File: config.mk
export PLATFORM = sky130hd
export DESIGN_NAME = fifo_stream_reader
export DESIGN_NICKNAME = d
export VERILOG_FILES = /design/src/rtl/fifo_rd_pkg.sv /design/src/rtl/fifo_rd_skid.sv /design/src/rtl/fifo_stream_reader.sv
export SDC_FILE = /design/constraint.sdc
export NUM_CORES = 1
export LEC_CHECK = 0
export CAP_MARGIN = 10
export CORE_MARGIN = 2
export CORE_UTILIZATION = 30
export CTS_CLUSTER_DIAMETER = 40
export CTS_CLUSTER_SIZE = 40
export DETAILED_ROUTE_END_ITERATION = 8
export PLACE_DENSITY_LB_ADDON = 0.2
export SLEW_MARGIN = 10
export SYNTH_ARGS = -nofsm -noshare
export SYNTH_HDL_FRONTEND = slang
export SYNTH_SLANG_ARGS = --single-unit
File: constraint.sdc
create_clock -name clk -period 3.7 [get_ports clk]
set_input_delay 0.555 -clock clk [delete_from_list [all_inputs] [get_ports clk]]
set_output_delay 0.555 -clock clk [all_outputs]
set_load 0.05 [all_outputs]
File: src/rtl/fifo_rd_pkg.sv
// Shared types and constants for the FIFO read-side stream engine.
// Holds the control FSM state encoding, the skid buffer depth and a helper
// that sizes the burst counters from the configured burst length.
package fifo_rd_pkg;

    // Control FSM states of the read engine.
    typedef enum logic [1:0] {
        IDLE   = 2'd0,
        RUN    = 2'd1,
        FINISH = 2'd2
    } rd_state_t;

    // Number of words the skid can hold. This covers the one-cycle FIFO read
    // latency at full throughput.
    localparam int SKID_DEPTH = 2;

    // Width of a counter that runs modulo burst_len (at least one bit).
    function automatic int cnt_width(input int burst_len);
        return (burst_len <= 2) ? 1 : $clog2(burst_len);
    endfunction

endpackage : fifo_rd_pkg

File: src/rtl/fifo_rd_skid.sv
// Two-entry, order-preserving skid buffer for the FIFO read engine.
// Words enter on i_push and leave from the head on i_pop.
// The head is always presented on o_head, and o_occ reports the fill level (0..2).
// The caller never pushes into a full buffer and never pops an empty one.
module fifo_rd_skid
    import fifo_rd_pkg::*;
#(
    parameter int DATA_WIDTH = 8
) (
    input  logic                  clk,
    input  logic                  rst,
    input  logic                  i_push,
    input  logic [DATA_WIDTH-1:0] i_push_data,
    input  logic                  i_pop,
    output logic [DATA_WIDTH-1:0] o_head,
    output logic [1:0]            o_occ
);

    localparam logic [1:0] FULL_OCC = 2'(SKID_DEPTH);

    logic [DATA_WIDTH-1:0] r_head;
    logic [DATA_WIDTH-1:0] r_tail;
    logic [1:0]            r_occ;

    // Shift words through head/tail while keeping arrival order.
    always_ff @(posedge clk) begin
        // NOTE: every register in a clocked block uses <=, so each one samples
        // the values from before the edge, whatever order they appear in.
        if (rst) begin
            // NOTE: the data entries are reset along with the occupancy
            // because the head drives the stream data port, which must read
            // zero out of reset.
            r_head <= '0;
            r_tail <= '0;
            r_occ  <= 2'd0;
        end else begin
            case (r_occ)
                2'd0: begin
                    if (i_push) begin
                        r_head <= i_push_data;
                        r_occ  <= 2'd1;
                    end
                end
                2'd1: begin
                    if (i_push && i_pop) begin
                        // The old head leaves and the new word takes its place.
                        r_head <= i_push_data;
                    end else if (i_push) begin
                        r_tail <= i_push_data;
                        r_occ  <= FULL_OCC;
                    end else if (i_pop) begin
                        r_occ  <= 2'd0;
                    end
                end
                default: begin
                    if (i_pop) begin
                        r_head <= r_tail;
                        if (i_push) begin
                            r_tail <= i_push_data;
                        end else begin
                            r_occ  <= 2'd1;
                        end
                    end
                end
            endcase
        end
    end

    assign o_head = r_head;
    assign o_occ  = r_occ;

endmodule : fifo_rd_skid

File: src/rtl/fifo_stream_reader.sv
// Read-side engine for the 8x8 synchronous FIFO.
// The engine drains the FIFO through fifo_re/fifo_r_data/fifo_empty and
// absorbs the one-cycle read latency in a 2-entry skid buffer.
// Words are presented on a valid/ready stream, with m_last marking the final
// word of every BURST_LEN-word burst.
// Optional feature: define FIFO_RD_STATS_EN to add a 16-bit word_count output
// that counts accepted stream words.
module fifo_stream_reader
    import fifo_rd_pkg::*;
#(
    parameter int DATA_WIDTH = 8,
    parameter int BURST_LEN  = 4
) (
    input  logic                  clk,
    input  logic                  rst,
    input  logic                  enable,
    input  logic                  fifo_empty,
    input  logic [DATA_WIDTH-1:0] fifo_r_data,
    output logic                  fifo_re,
    output logic                  m_valid,
    output logic [DATA_WIDTH-1:0] m_data,
    output logic                  m_last,
    input  logic                  m_ready,
    output logic                  busy
`ifdef FIFO_RD_STATS_EN
    ,
    output logic [15:0]           word_count
`endif
);

    localparam int             CW       = cnt_width(BURST_LEN);
    localparam logic [CW-1:0]  LAST_IDX = CW'(BURST_LEN - 1);

    rd_state_t             r_state;
    logic [CW-1:0]         r_req_cnt;
    logic [CW-1:0]         r_beat_cnt;
    logic                  r_inflight;

    logic [CW-1:0]         w_req_cnt_nxt;
    logic [1:0]            w_occ;
    logic [DATA_WIDTH-1:0] w_head;
    logic                  w_valid;
    logic                  w_pop;
    logic [2:0]            w_demand;
    logic                  w_fifo_re;

    // Issue a read only when the skid is guaranteed room for the returning word.
    always_comb begin
        // NOTE: each signal gets a default before any condition, so no path
        // leaves it unassigned and no latch is inferred.
        w_valid       = (w_occ != 2'd0);
        w_pop         = w_valid && m_ready;
        // Words held plus words on their way, minus the one leaving this cycle.
        w_demand      = 3'(w_occ) + 3'(r_inflight) - 3'(w_pop);
        w_fifo_re     = !rst && (r_state != IDLE) && !fifo_empty &&
                        (w_demand < 3'(SKID_DEPTH));
        w_req_cnt_nxt = r_req_cnt;
        if (w_fifo_re) begin
            w_req_cnt_nxt = (r_req_cnt == LAST_IDX) ? '0 : r_req_cnt + CW'(1);
        end
    end

    // Control FSM. A stop request finishes the open burst before going idle.
    // The burst-boundary test uses the count after this cycle's read, so a
    // read issued in the same cycle as the stop is included in the burst.
    always_ff @(posedge clk) begin
        if (rst) begin
            r_state <= IDLE;
        end else begin
            case (r_state)
                IDLE: begin
                    if (enable) begin
                        r_state <= RUN;
                    end
                end
                RUN: begin
                    if (!enable) begin
                        r_state <= (w_req_cnt_nxt == '0) ? IDLE : FINISH;
                    end
                end
                FINISH: begin
                    if (w_req_cnt_nxt == '0) begin
                        r_state <= IDLE;
                    end
                end
                default: begin
                    r_state <= IDLE;
                end
            endcase
        end
    end

    // Track issued reads, accepted beats and the word in flight from the FIFO.
    always_ff @(posedge clk) begin
        if (rst) begin
            r_req_cnt  <= '0;
            r_beat_cnt <= '0;
            r_inflight <= 1'b0;
        end else begin
            r_req_cnt  <= w_req_cnt_nxt;
            r_inflight <= w_fifo_re;
            if (w_pop) begin
                r_beat_cnt <= (r_beat_cnt == LAST_IDX) ? '0 : r_beat_cnt + CW'(1);
            end
        end
    end

    // Returning FIFO words are captured in every state, so a stop never loses data.
    fifo_rd_skid #(
        .DATA_WIDTH (DATA_WIDTH)
    ) u_skid (
        .clk         (clk),
        .rst         (rst),
        .i_push      (r_inflight),
        .i_push_data (fifo_r_data),
        .i_pop       (w_pop),
        .o_head      (w_head),
        .o_occ       (w_occ)
    );

    assign fifo_re = w_fifo_re;
    assign m_valid = w_valid;
    assign m_data  = w_head;
    assign m_last  = w_valid && (r_beat_cnt == LAST_IDX);
    assign busy    = (r_state != IDLE) || r_inflight || w_valid;

`ifdef FIFO_RD_STATS_EN
    logic [15:0] r_word_count;

    // Count accepted stream words; the counter wraps naturally at 16 bits.
    always_ff @(posedge clk) begin
        if (rst) begin
            r_word_count <= 16'd0;
        end else if (w_pop) begin
            r_word_count <= r_word_count + 16'd1;
        end
    end

    assign word_count = r_word_count;
`endif

endmodule : fifo_stream_reader

==> impl_metrics.yaml, run 1 <==
outcome:
  status: "finished clean"
place:
  placed_area_um2: 1580
  port_buffers: 24
  gp_congestion: 0.709
  hpwl_mm: 1.87
sta:
  setup_violations: 0
  slew_headroom_pct: 50.3
  finalCriticalPeriod_ns: 3.44
  whs_ns: 0.483
  worst_clock_skew_ns: 0.00587
  period_share_pct: 93.1
  tns_ns: 0
  tightestPinTransition_ns: 0.742
  hold_violations: 0
  slew_violations: 0
  max_freq_mhz: 290
  rsz0062_at_grt: "no"
cts:
  cts_setup_buffers: 0
  cts_buffers: 3
  clk_path_buf_depth: 2
  cts_tree: "yes"
  hold_buffers: 0
  cts_resized: 0
  clock_latency_ns: 0.27
  cts_sinks: 25
  h-tree-depth: 1
  cts_root_buffer: "clkbuf_8"
  path_clk_slew_ns: 0.10
synthesis:
  synth_area_per_cell_um2: 10.3
  ys_seq_elements: 25
  yosysMostFrequentCell: "dfxtp_1"
  synth_nets: 143
  synth_warnings: 0
  async_flop_share_pct: 0
  syn_inst: 127
  synth_edf_count: 0
  synthDistinctLibCells: 33
  synth_flop_cell: "dfxtp_1"
  synth_common_cells: "dfxtp_1, mux2i_1, nand2b_1, a21oi_1"
  synth_top_cell_area_share_pct: 38.3
  yosysSeqAreaShare_pct: 38.3
  synth_area_leaders: "dfxtp_1, mux2i_1, nand2b_1, a211oi_2, a21oi_1"
  synth_area_leader_cell: "dfxtp_1"
  netlist_area_um2: 1310
setup_path:
  critical-path-max-stage-delay_ns: 0.55
  worst-path-max-fanout: 6
  startpoint_type: "input pin"
  required_ns: 3.14
  endpoint_kind: "output port"
  crit_chain: "clkdlybuf4s50_1 -> nand2_1 -> nor2_1 -> o21ai_0 -> fa_1 -> or3b_4 -> nor3_4 -> buf_12"
  worstSetupPathType: "in2out"
  cp_slowest_cell: "clkdlybuf4s50_1"
  cp.arrival_ns: 2.89
layout:
  fin_util_pct: 38.2
  fin_nets: 166
  syn_to_final_growth_pct: 24.7
  antenna_cells: 0
  design_area_um2: 1630
  drive_gt1_share_pct: 16.8
  fillers: 437
global_route:
  grt_usage_pct: 11.4
  grt_pass1_wl_mm: 4.59
  antenna_found_initial: 0
  grt_max_degree: 33
  overflow: 0
  grt_pass1_vias: 1027
pwr:
  p_leak_nw: 0.539
  cellPowerDensity_nw_per_um2: 325
  power_w: 0.000529
  ir_worst_vdd_mv: 0.148
floorplan:
  core_area_um2: 4260
  initial_core_util_pct: 30.7
  die_w_um: 70.0
  rows: 24
  io_pins: 25
  die_area_um2: 4900
  die_h_um: 70.0
detailed_routing:
  avgViaCountPerCell: 4.96
  drtAntennaViolNets: 0
  drt_iter0_markers: 16
  routedWlPerCell_um: 13.5
  drc: 0
  first_pass_iters: 3
  routed_wl_mm: 2.71
  num_vias: 997
hold_path:
  hold_class: "reg2reg"
job:
  maxCapViolCount: 0
==> cell families (layout without fill, tap and decap cells) <==
| kind of cell | after synthesis | in the layout | share of synthesized area [%] |
|---|---|---|---|
| adders and majority gates | 3 | 3 | 3.44 |
| and+or+nand+nor | 42 | 42 | 19.8 |
| muxes | 21 | 21 | 16.4 |
| buffers and inverters | 9 | 31 | 4.59 |
| AOI/OAI and AO/OA | 26 | 26 | 16.8 |
| DFF | 25 | 25 | 38.3 |
| xor gates and xnor gates | 1 | 1 | 0.670 |
==> critical path, delay by kind of cell <==
kind            cells  cell delay [ns]
fa+ha+maj           1             0.52
simple gates        4             0.93
buf+inv             2             0.73
compound gates      1             0.15
==> cells in the final DEF, fill, tap and decap left out, types with 2 or more instances in the layout <==
cell type | netlist | layout
dfxtp_1 | 25 | 25
clkdlybuf4s50_1 | 0 | 23
mux2i_1 | 18 | 18
nand2b_1 | 17 | 17
a21oi_1 | 10 | 10
nor2_1 | 8 | 8
a211oi_2 | 8 | 8
nor2b_1 | 4 | 4
o21ai_0 | 3 | 3
mux2_2 | 3 | 3
clkbuf_8 | 0 | 3
nand2_1 | 2 | 2
ha_1 | 2 | 2
buf_4 | 0 | 2
==> final timing paths <==
kind	startpoint	depth (start not counted)	slack [ns]	end
worst max-delay path	m_ready	8	0.26	fifo_re
worst min-delay path	u_skid.r_tail[7]	2	0.48	u_skid.r_tail[7]
worst max register to register	u_skid.o_occ[0]	6	1.22	r_req_cnt[0]
worst min register to register	u_skid.r_tail[7]	2	0.48	u_skid.r_tail[7]
==> sequential cells by signal (all words and copies together) (netlist names) <==
| register | cells |
|---|---|
| r_req_cnt | 2 |
| r_inflight | 1 |
| u_skid.o_head | 8 |
| u_skid.o_occ | 2 |
| u_skid.r_tail | 8 |
| r_beat_cnt | 2 |
| r_state | 2 |
==> area by class of cell <==
cell class	count	area, um^2	share of cell area [%]
flip-flops and latches	25	500	30.7
multi-input cells	93	747	45.8
well taps	52	65.1	3.99
clock buffers	3	41.3	2.53
clock inverters	1	7.51	0.460
inverters	1	3.75	0.230
repair buffers	26	265	16.3
==> routing by layer <==
| metal | routed length (um) | global-route usage (%) | part of all wire [%] | up-vias |
|---|---|---|---|---|
| li1 | - | - | - | 494 |
| met2 | 1370 | 20.5 | 51 | 11 |
| met1 | 1240 | 13.8 | 46 | 490 |
| met4 | 19 | 2.56 | 0.70 | 0 |
| met5 | 0 | 0 | 0 | - |
| met3 | 75 | 2.60 | 2.8 | 2 |
==> per-stage QoR <==
step	setup WS, ns	instances
2_1_floorplan	0.835	127
3_3_place_gp	0.289	197
3_5_place_dp	0.250	197
4_1_cts	0.246	201
5_1_grt	0.0804	201
6_report	0.255	201
==> where the power goes <==
part	internal [W]	switching [W]
Sequential	0.000275	0.00000441
Clock	0.0000762	0.0000904
Combinational	0.0000383	0.0000449
Total	0.000389	0.000140
Note: power is estimated with default switching activity, not from simulation.
==> run 2, diff against run 1 <==
--- a/config.mk
+++ b/config.mk
@@ -6,12 +6,15 @@
 export NUM_CORES = 1
 export LEC_CHECK = 0
 export CAP_MARGIN = 10
+export CELL_PAD_IN_SITES_DETAIL_PLACEMENT = 2
+export CELL_PAD_IN_SITES_GLOBAL_PLACEMENT = 2
 export CORE_MARGIN = 2
 export CORE_UTILIZATION = 30
 export CTS_CLUSTER_DIAMETER = 40
 export CTS_CLUSTER_SIZE = 40
 export DETAILED_ROUTE_END_ITERATION = 8
 export PLACE_DENSITY_LB_ADDON = 0.2
+export SETUP_SLACK_MARGIN = 0.15
 export SLEW_MARGIN = 10
 export SYNTH_ARGS = -nofsm -noshare
 export SYNTH_HDL_FRONTEND = slang
==> run 2 against run 1 <==
Against the previous run: setup slack improved by 0.063 ns; sequential cell count did not move; maximum frequency grew 1.9%; final cell count is 0.50% higher; clock skew up 0.0072 ns.
==> impl_metrics.yaml, run 2 (synthesized netlist as in run 1, its figures left out) <==
place:
  dpl.cell_count: 197
  gp_congestion: 0.658
  hpwl_mm: 2.30
  preCtsSetupSlack_ns: 0.200
  port_buffers: 24
outcome:
  status: "finished clean"
layout:
  syn_to_final_growth_pct: 25.5
  fin_util_pct: 38.5
  fillers: 445
  finalNonFillerCells: 202
  final_common_cell: "dfxtp_1"
  fin_nets: 167
  antenna_cells: 0
  final_cell_mix: "dfxtp_1, clkdlybuf4s50_1, mux2i_1"
  drive_gt1_share_pct: 18.0
detailed_routing:
  drtAntennaViolNets: 0
  first_pass_iters: 4
  routedWlPerCell_um: 15.6
  drt_iter0_markers: 27
  avgViaCountPerCell: 5.03
  drc: 0
  num_vias: 1017
  routed_wl_mm: 3.14
pwr:
  pwr-share-comb_pct: 15.8
  p_leak_nw: 0.546
  ir_worst_vdd_mv: 0.136
  power_frac_seq_pct: 52.2
  pwr-share-clk_pct: 32.0
  p_sw_share_pct: 27.2
  cellPowerDensity_nw_per_um2: 327
  power_w: 0.000536
  p_int_w: 0.000390
  switchingPower_w: 0.000146
cts:
  cts_tree: "yes"
  h-tree-depth: 1
  cts_root_buffer: "clkbuf_8"
  cts_sinks: 25
  clk_path_buf_depth: 2
  hold_buffers: 0
  clock_latency_ns: 0.28
  cts_buffers: 3
  path_clk_slew_ns: 0.10
sta:
  rsz0062_at_grt: "no"
  setup_violations: 0
  finalCriticalPeriod_ns: 3.38
  period_share_pct: 91.4
  max_freq_mhz: 296
  slew_violations: 0
  slew_headroom_pct: 53.2
  worst_clock_skew_ns: 0.0131
  fin_ws_ns: 0.319
  tightestPinTransition_ns: 0.698
  tns_ns: 0
  hold_violations: 0
setup_path:
  ff2ff_path_depth: 7
  required_ns: 3.14
  worst-path-max-fanout: 6
  reg2reg_slack_ns: 1.08
  cp.arrival_ns: 2.83
  worstSetupPathType: "in2out"
  startpoint_type: "input pin"
  endpoint_kind: "output port"
  r2r_start: "u_skid.o_occ[0]"
  reg2reg_to: "r_req_cnt[0]"
hold_path:
  hold_path_end: "u_skid.r_tail[7]"
  min_delay_path_depth: 2
  hold_start: "u_skid.r_tail[7]"
  hold_class: "reg2reg"
floorplan:
  initial_core_util_pct: 30.7
  die_w_um: 70.0
  core_area_um2: 4260
  rows: 24
  die_h_um: 70.0
  die_area_um2: 4900
  io_pins: 25
global_route:
  grt_pass1_wl_mm: 5.26
  grt_pass1_vias: 1114
  overflow: 0
  grt_max_degree: 33
  grt_usage_pct: 13.6
  antenna_found_initial: 0
job:
  maxCapViolCount: 0
==> run 2: cell count changes in the layout (fill, tap and decap cells not counted), sizes merged <==
| cell | before | now |
|---|---|---|
| buf | 3 | 4 |
==> run 2: how the worst max path moves through the flow <==
stage                  from  endpoint  slack [ns]  cells past startpoint
floorplan           m_ready   fifo_re        0.83                      6
global placement    m_ready   fifo_re        0.27                      8
detailed placement  m_ready   fifo_re        0.20                      8
CTS                 m_ready   fifo_re        0.20                      8
global route        m_ready   fifo_re        0.19                      8
finish              m_ready   fifo_re        0.32                      8
==> run 2: layout make-up <==
cell class	instances	area (um^2)	share of cell area (%)
flip-flops and latches	25	500	30.5
well taps	52	65.1	3.97
multi-input cells	93	749	45.7
inverters	1	3.75	0.229
clock buffers	3	41.3	2.52
clock inverters	1	7.51	0.458
repair buffers	27	273	16.6
==> run 2: power by group through the flow <==
stage	combinational (W)	sequential, W	clock (W)
after floorplan	0.0000408	0.000297	0
after detailed placement	0.0000851	0.000286	0
after global placement	0.0000827	0.000286	0
final	0.0000846	0.000280	0.000171
after CTS	0.0000855	0.000280	0.000178
after global routing	0.0000907	0.000281	0.000192
==> run 2: timing repair <==
item	in CTS	in global routing
endpoints found under the setup margin	0	1
resized for setup	0	1
buffers inserted	0	1
==> run 2: per-layer routing <==
layer | up-vias | global-route usage, % | wire [um]
met3 | 5 | 2.74 | 100
li1 | 492 | - | -
met1 | 503 | 15.9 | 1400
met5 | - | 0 | 0
met4 | 0 | 3.21 | 29
met2 | 17 | 25.3 | 1610
==> run 2: worst max-delay path, stage by stage <==
cell and delay [ns]:
clkdlybuf4s50_1 0.56, nand2_1 0.13, nor2_2 0.14, o21ai_0 0.14, fa_1 0.51, or3b_4 0.40, nor3_4 0.23, buf_12 0.17
==> run 2: metrics by stage <==
stage / hold WS, ns / area, um^2
2_1_floorplan: 0.448 / 1310
3_3_place_gp: 0.458 / 1580
3_5_place_dp: 0.471 / 1580
4_1_cts: 0.488 / 1630
5_1_grt: 0.512 / 1640
6_report: 0.479 / 1640
